$ cat src/rtl/seq_divider.sv
// seq_divider: sequential unsigned restoring divider.
// Resolves one quotient bit per clock, MSB first, using the A/Q/M register
// arrangement of the shift-add multiplier and the same start/done handshake.
module seq_divider #(
  parameter int WIDTH = 16,
  parameter int CNT_W = 5
) (
  input  logic             clk,
  input  logic             rst,
  input  logic             start,
  input  logic [WIDTH-1:0] dividend,
  input  logic [WIDTH-1:0] divisor,
  output logic             busy,
  output logic             done,
  output logic [WIDTH-1:0] quotient,
  output logic [WIDTH-1:0] remainder,
  output logic             div_by_zero
);

  localparam logic [1:0] S_IDLE = 2'd0;
  localparam logic [1:0] S_ITER = 2'd1;
  localparam logic [1:0] S_DONE = 2'd2;

  logic [1:0]       state;
  logic [WIDTH-1:0] a;
  logic [WIDTH-1:0] q;
  logic [WIDTH-1:0] m;
  logic [CNT_W-1:0] cnt;

  logic [WIDTH-1:0] a_shift;
  logic [WIDTH-1:0] q_shift;
  logic [WIDTH-1:0] a_next;
  logic [WIDTH-1:0] q_next;
  logic [WIDTH:0]   trial;

  // One restoring step: shift {A,Q} left, trial-subtract M, keep or restore.
  always_comb begin
    a_shift = {a[WIDTH-2:0], q[WIDTH-1]};
    q_shift = {q[WIDTH-2:0], 1'b0};
    trial   = {1'b0, a_shift} - {1'b0, m};
    if (trial[WIDTH]) begin
      a_next = a_shift;
      q_next = q_shift;
    end else begin
      a_next = trial[WIDTH-1:0];
      q_next = {q_shift[WIDTH-1:1], 1'b1};
    end
  end

  assign busy = (state == S_ITER);
  assign done = (state == S_DONE);

  // Control FSM and datapath registers; results are latched on the final step
  // so they are already valid during the single DONE cycle.
  always_ff @(posedge clk) begin
    if (rst) begin
      state       <= S_IDLE;
      a           <= '0;
      q           <= '0;
      m           <= '0;
      cnt         <= '0;
      quotient    <= '0;
      remainder   <= '0;
      div_by_zero <= 1'b0;
    end else begin
      case (state)
        S_IDLE: begin
          if (start) begin
            m           <= divisor;
            q           <= dividend;
            a           <= '0;
            cnt         <= CNT_W'(WIDTH);
            div_by_zero <= 1'b0;
            if (divisor == '0) begin
              quotient    <= '1;
              remainder   <= dividend;
              div_by_zero <= 1'b1;
              state       <= S_DONE;
            end else begin
              state <= S_ITER;
            end
          end
        end
        S_ITER: begin
          a   <= a_next;
          q   <= q_next;
          cnt <= cnt - CNT_W'(1);
          if (cnt == CNT_W'(1)) begin
            quotient  <= q_next;
            remainder <= a_next;
            state     <= S_DONE;
          end
        end
        S_DONE: begin
          state <= S_IDLE;
        end
        default: begin
          state <= S_IDLE;
        end
      endcase
    end
  end

endmodule

$ cat config.mk
export PLATFORM = sky130hd
export DESIGN_NAME = seq_divider
export DESIGN_NICKNAME = d
export VERILOG_FILES = /design/src/rtl/seq_divider.sv
export SDC_FILE = /design/constraint.sdc
export NUM_CORES = 1
export LEC_CHECK = 0
export BUFFER_PORTS_ARGS = -buffer_cell sky130_fd_sc_hd__clkbuf_2
export CORE_ASPECT_RATIO = 0.7
export CORE_MARGIN = 2
export CORE_UTILIZATION = 40
export CTS_BUF_LIST = sky130_fd_sc_hd__clkbuf_16
export DETAILED_ROUTE_END_ITERATION = 10
export PLACE_DENSITY = 0.63
export SYNTH_ARGS = -nofsm -noshare
export SYNTH_HDL_FRONTEND = slang
export SYNTH_SLANG_ARGS = --single-unit
$ cat constraint.sdc
create_clock -name clk -period 4.75 [get_ports clk]
set_input_delay 0.2375 -clock clk [delete_from_list [all_inputs] [get_ports clk]]
set_output_delay 0.2375 -clock clk [all_outputs]
set_load 0.05 [all_outputs]
# Word-level counts from Yosys, hierarchy flattened

Cells that the tools add are included.

Register bits: 87
Input port bits: 35
Output and inout port bits: 35
Logic and storage cells: 44

Add/sub/neg operators: 2
Eq/ne operators: 6
Mux-type cells: 21
Reduce and logical (&&, ||, !) cells: 7

Operators by type and width:

| operator            | number |
|---|---|
| $mux 16             | 8 |
| $pmux 16 s2         | 3 |
| $pmux 15 s2         | 1 |
| $sub 16x16->17      | 1 |
| $logic_not 16->1    | 1 |
| $mux 15             | 1 |
| $pmux 5 s2          | 1 |
| $mux 2              | 3 |
| $reduce_and 2->1    | 3 |
| $eq 5x1->1 const B  | 1 |
| $mux 5              | 1 |
| $sub 5x1->5 const B | 1 |
| $ne 2x2->1 const B  | 2 |
| $pmux 2 s2          | 1 |
| $reduce_and 4->1    | 1 |
| $eq 2x1->1 const B  | 1 |
| $eq 2x2->1 const B  | 1 |
| $logic_not 2->1     | 1 |
| $mux 1              | 2 |
| $ne 2x1->1 const B  | 1 |
| $reduce_bool 2->1   | 1 |

# Depth between registers and ports, before layout

Depth after elaboration: 4
Depth in mapped cells: 11
Mapped depth without buffers: 9

# Least setup slack after synthesis

Ideal clock, no wire load.

Kind: register -> register
Start: register q[15]
End: register remainder[10]
Library setup time: 0.134 ns
Arrival: 2.113 ns
Data required time: 4.616 ns
Slack: 2.503 ns
Stages on the path, launching flop included: 12
Path buffers: 2
Period minus slack after synthesis: 2.247 ns
Cells stage by stage: dfxtp_1 -> inv_1 -> ha_1 -> fa_1 -> nand2b_1 -> a21oi_1 -> o21ai_2 -> a31o_1 -> buf_6 -> buf_6 -> a32oi_1 -> a31oi_1

Cells in the longest elaborated chain, start to end: 4

Ends and longest elaborated chain:

| element                | line | text |
|---|---|---|
| start, declared        | 26   | `logic [WIDTH-1:0] q;` |
| start signal, assigned | 70   | `q <= dividend;` |
| start signal, assigned | 86   | `q <= q_next;` |
| $sub 16x16->17         | 40   | `trial = {1'b0, a_shift} - {1'b0, m};` |
| $mux 16                | 41   | `if (trial[WIDTH]) begin` |
| $mux 16                | 88   | `if (cnt == CNT_W'(1)) begin` |
| $pmux 16 s2            | 66   | `case (state)` |
| end signal, assigned   | 76   | `remainder <= dividend;` |
| end signal, assigned   | 90   | `remainder <= a_next;` |
| end, declared          | 16   | `output logic [WIDTH-1:0] remainder,` |

Every way passes these cells. The select of a mux whose other input is x is not followed.
A chain may end at the register's enable or synchronous reset.

# Worst setup path in the final report

Start: register state[0]
End: register remainder[13]

Cells in the longest elaborated chain, start to end: 3
Elaborated cells on any way between the ends: 8
Those cells by class: eq/ne (4); mux (1); reduce/logical (3)

Ends and longest elaborated chain:

| element                                              | line | text |
|---|---|---|
| start, declared                                      | 24   | `logic [1:0] state;` |
| start signal, assigned                               | 57   | `state <= S_IDLE;` |
| start signal, assigned                               | 78   | `state <= S_DONE;` |
| start signal, assigned                               | 80   | `state <= S_ITER;` |
| $eq 2x1->1 / $logic_not 2->1 (equally long branches) | 66   |  |
| $ne 2x1->1 (no line) (tied with other cells)         | --   |  |
| $reduce_and 4->1 (no line)                           | --   |  |

Parallel ways exist; a longest one is shown, timed or not.

==> results.sh <==
export IMPL_die_y_um=91.93
export IMPL_ys_seq_elements=87
export IMPL_synth_edf_count=0
export IMPL_crit_type="reg -> reg"
export IMPL_syn_inst=561
export IMPL_wirelength_mm=12.25
export IMPL_hold_end="m[8]"
export IMPL_cpMostUsedCell="buf_4"
export IMPL_ctsHoldBuffers=0
export IMPL_max_freq_mhz=338.7
export IMPL_min_path_type="in -> reg"
export IMPL_endpoint_kind="register"
export IMPL_yosys_area_share_adder_pct=5.834
export IMPL_numPortBuffers=69
export IMPL_drc=0
export IMPL_yosys_warnings=0
export IMPL_grt_pass1_wl_mm=20.14
export IMPL_p_per_area_mw_per_mm2=450.6
export IMPL_fin_setup_tns_ns=0
export IMPL_netlist_top_cells_count="nand2_1, dfxtp_1, a21oi_1"
export IMPL_diodes=0
export IMPL_muxShareOfSynthArea_pct=0
export IMPL_cp_start_kind="register"
export IMPL_synth_ff_type="dfxtp_1"
export IMPL_ff2ff_path_depth=11
export IMPL_clkTransAtPathRegs_ns=0.06
export IMPL_drive_gt1_share_pct=17.21
export IMPL_syn_avg_cell_area_um2=7.875
export IMPL_synth_fp_nets=616
export IMPL_cp_cell_sequence="nand2b_1 -> buf_4 -> inv_1 -> buf_4 -> nor2_2 -> buf_4 -> nor3_4 -> buf_4 -> o21a_1 -> a32oi_1 -> o21ai_1"
export IMPL_fin_nets=667
export IMPL_grt_setup_unrepaired="false"
export IMPL_synth_compound_area_share_pct=25.01
export IMPL_seq_area_frac_synth_pct=39.42
export IMPL_clkLatencyLatePin_ns=0.34
export IMPL_fp_dieArea_mm2=0.01192
export IMPL_final_hold_violation_count=0
export IMPL_cts_made_buffers=9
export IMPL_instances_no_fill=769
export IMPL_drt_iter0_drc=280
export IMPL_antenna_found_initial=0
export IMPL_whs_ns=0.1328
export IMPL_ff2ff_setup_slack_ns=1.80
export IMPL_max_cap_violations=0
export IMPL_die_width_um=129.6
export IMPL_synth_top_family_by_area="compound AO/OA/AOI/OAI gates"
export IMPL_slew_headroom_pct=40.64
export IMPL_post_route_period_util_pct=62.16
export IMPL_yosysUniqueCellTypes=48
export IMPL_yosysMostFrequentCell="nand2_1"
export IMPL_setup_worst_path_start="state[0]"
export IMPL_htree_levels=3
export IMPL_skew_ns=0.006073
export IMPL_status="completed"
export IMPL_grt_ovfl_total=0
export IMPL_vias=4222
export IMPL_synth_xor_area_share_pct=1.784
export IMPL_dp_hpwl_mm=8.975
export IMPL_yosys_area_share_simple_pct=21.78
export IMPL_initial_core_util_pct=40.57
export IMPL_holdPathStages=3
export IMPL_first_pass_iters=5
export IMPL_cts_setup_buffers=0
export IMPL_syn_to_final_growth_pct=15.75
export IMPL_setup_viol=0
export IMPL_yosys_area_top_type="dfxtp_1"
export IMPL_max_stage_delay_ns=0.41
export IMPL_wl_per_cell_um=15.92
export IMPL_dp_cells=754
export IMPL_cp_data_required_time_ns=4.98
export IMPL_r2r_end="remainder[13]"
export IMPL_clk_path_buf_depth=2
export IMPL_clock_sinks=87
export IMPL_hp_start="divisor[8]"
export IMPL_synth_top_cell_area_share_pct=39.42
export IMPL_cts_resized=0
export IMPL_grt_use_total_pct=21.36
export IMPL_ant_nets=0
export IMPL_core_area_mm2=0.01089
export IMPL_fin_crit_ns=2.953
export IMPL_tightest_slew_ns=0.8883
export IMPL_io_pins=70
export IMPL_viasPerCell=5.490
export IMPL_slowest_stage="nor2_2"
export IMPL_critPathArrivalTime_ns=3.18
export IMPL_async_reset_ff_share_pct=0
export IMPL_timing_rr_start="state[0]"
export IMPL_synthTopCellsByArea="dfxtp_1, nand2_1, a21oi_1"
export IMPL_grt_pass1_vias=4024
export IMPL_syn_area_mm2=0.004418
export IMPL_std_cell_rows=32
export IMPL_worstPathMaxFanout=44
export IMPL_gp_routability_congestion=0.9878
export IMPL_finalMaxSlewViolations=0
export IMPL_ir_drop_mv=0.2162
export IMPL_cts_tree="done"
export IMPL_utilization_pct=46.96
export IMPL_grt_max_degree=73
export IMPL_p_leak_uw=0.002079
export IMPL_cts_root_buf="clkbuf_16"
## worst max path at each step
stage / end / slack (ns) / cells past startpoint
global route: remainder[13] / 1.61 / 11
global placement: remainder[13] / 1.92 / 11
CTS: remainder[13] / 1.81 / 11
finish: remainder[13] / 1.80 / 11
floorplan: remainder[10] / 2.50 / 11
detailed placement: remainder[13] / 1.84 / 11
## per-stage QoR
stage                     worst slack [ns]  instance area, µm²  power (µW)
after floorplan                      2.503                4418        1436
after global placement               1.918                4827        1608
after detailed placement             1.841                4827        1613
after CTS                            1.809                5114        2310
after global routing                 1.608                5114        2429
final                                1.797                5114        2304
## worst max-delay path, delay by kind of cell, from the launching register on
family,cells,cell delay (ns)
buffers and inverters,5,1.34
AND/OR/NAND/NOR,3,0.57
AO/OA/AOI/OAI,3,0.52
flip-flops,1,0.37
## layout make-up
class / instances / area (µm²)
fillers: 1140 / 5777
multi-input cells: 413 / 2406
flip-flops and latches: 87 / 1742
repair buffers: 75 / 390.4
clock buffers: 9 / 225.2
well taps: 153 / 191.4
inverters: 26 / 97.59
clock inverters: 6 / 61.31
## kinds of logic after synthesis
logic type,count (synthesis)
DFF,87
adders and majority gates,20
xor gates and xnor gates,9
buffers and inverters,61
and+or+nand+nor,210
AOI/OAI and AO/OA,174
## metal layers
metal	vias up	GRT usage (%)	wire length, µm
li1	2096	-	-
met1	1997	30.17	5961
met2	117	32.16	5318
met3	12	5.368	826
met4	0	6.093	139
met5	-	0	0
## sequential cells by signal, summed over array words and instances (netlist names)
| signal | flops |
|---|---|
| state | 2 |
| cnt | 5 |
| a | 15 |
| m | 16 |
| remainder | 16 |
| q | 16 |
| quotient | 16 |
| div_by_zero | 1 |
## report_power, final
part	internal, µW	total, µW	switching, µW
Sequential	804	860	55.6
Clock	404	697	293
Combinational	237	748	511
## placed cells by master (no fill, tap or decap), types with 3 or more instances in the layout
| cell type | count |
|---|---|
| a211oi_1 | 20 |
| a21o_1 | 5 |
| a21oi_1 | 61 |
| a21oi_2 | 3 |
| a22oi_1 | 7 |
| a31oi_1 | 16 |
| a32oi_1 | 7 |
| buf_4 | 6 |
| clkbuf_16 | 9 |
| clkbuf_2 | 69 |
| dfxtp_1 | 87 |
| ha_1 | 19 |
| inv_1 | 26 |
| nand2_1 | 88 |
| nand2b_1 | 9 |
| nand3b_1 | 3 |
| nor2_1 | 51 |
| nor3_1 | 39 |
| nor4_2 | 4 |
| o211ai_1 | 3 |
| o21a_1 | 3 |
| o21ai_0 | 29 |
| o21ai_1 | 3 |
| o31ai_1 | 4 |
| xnor2_1 | 3 |
| xor2_1 | 6 |
No activity file was read; power rests on OpenSTA's default activity.
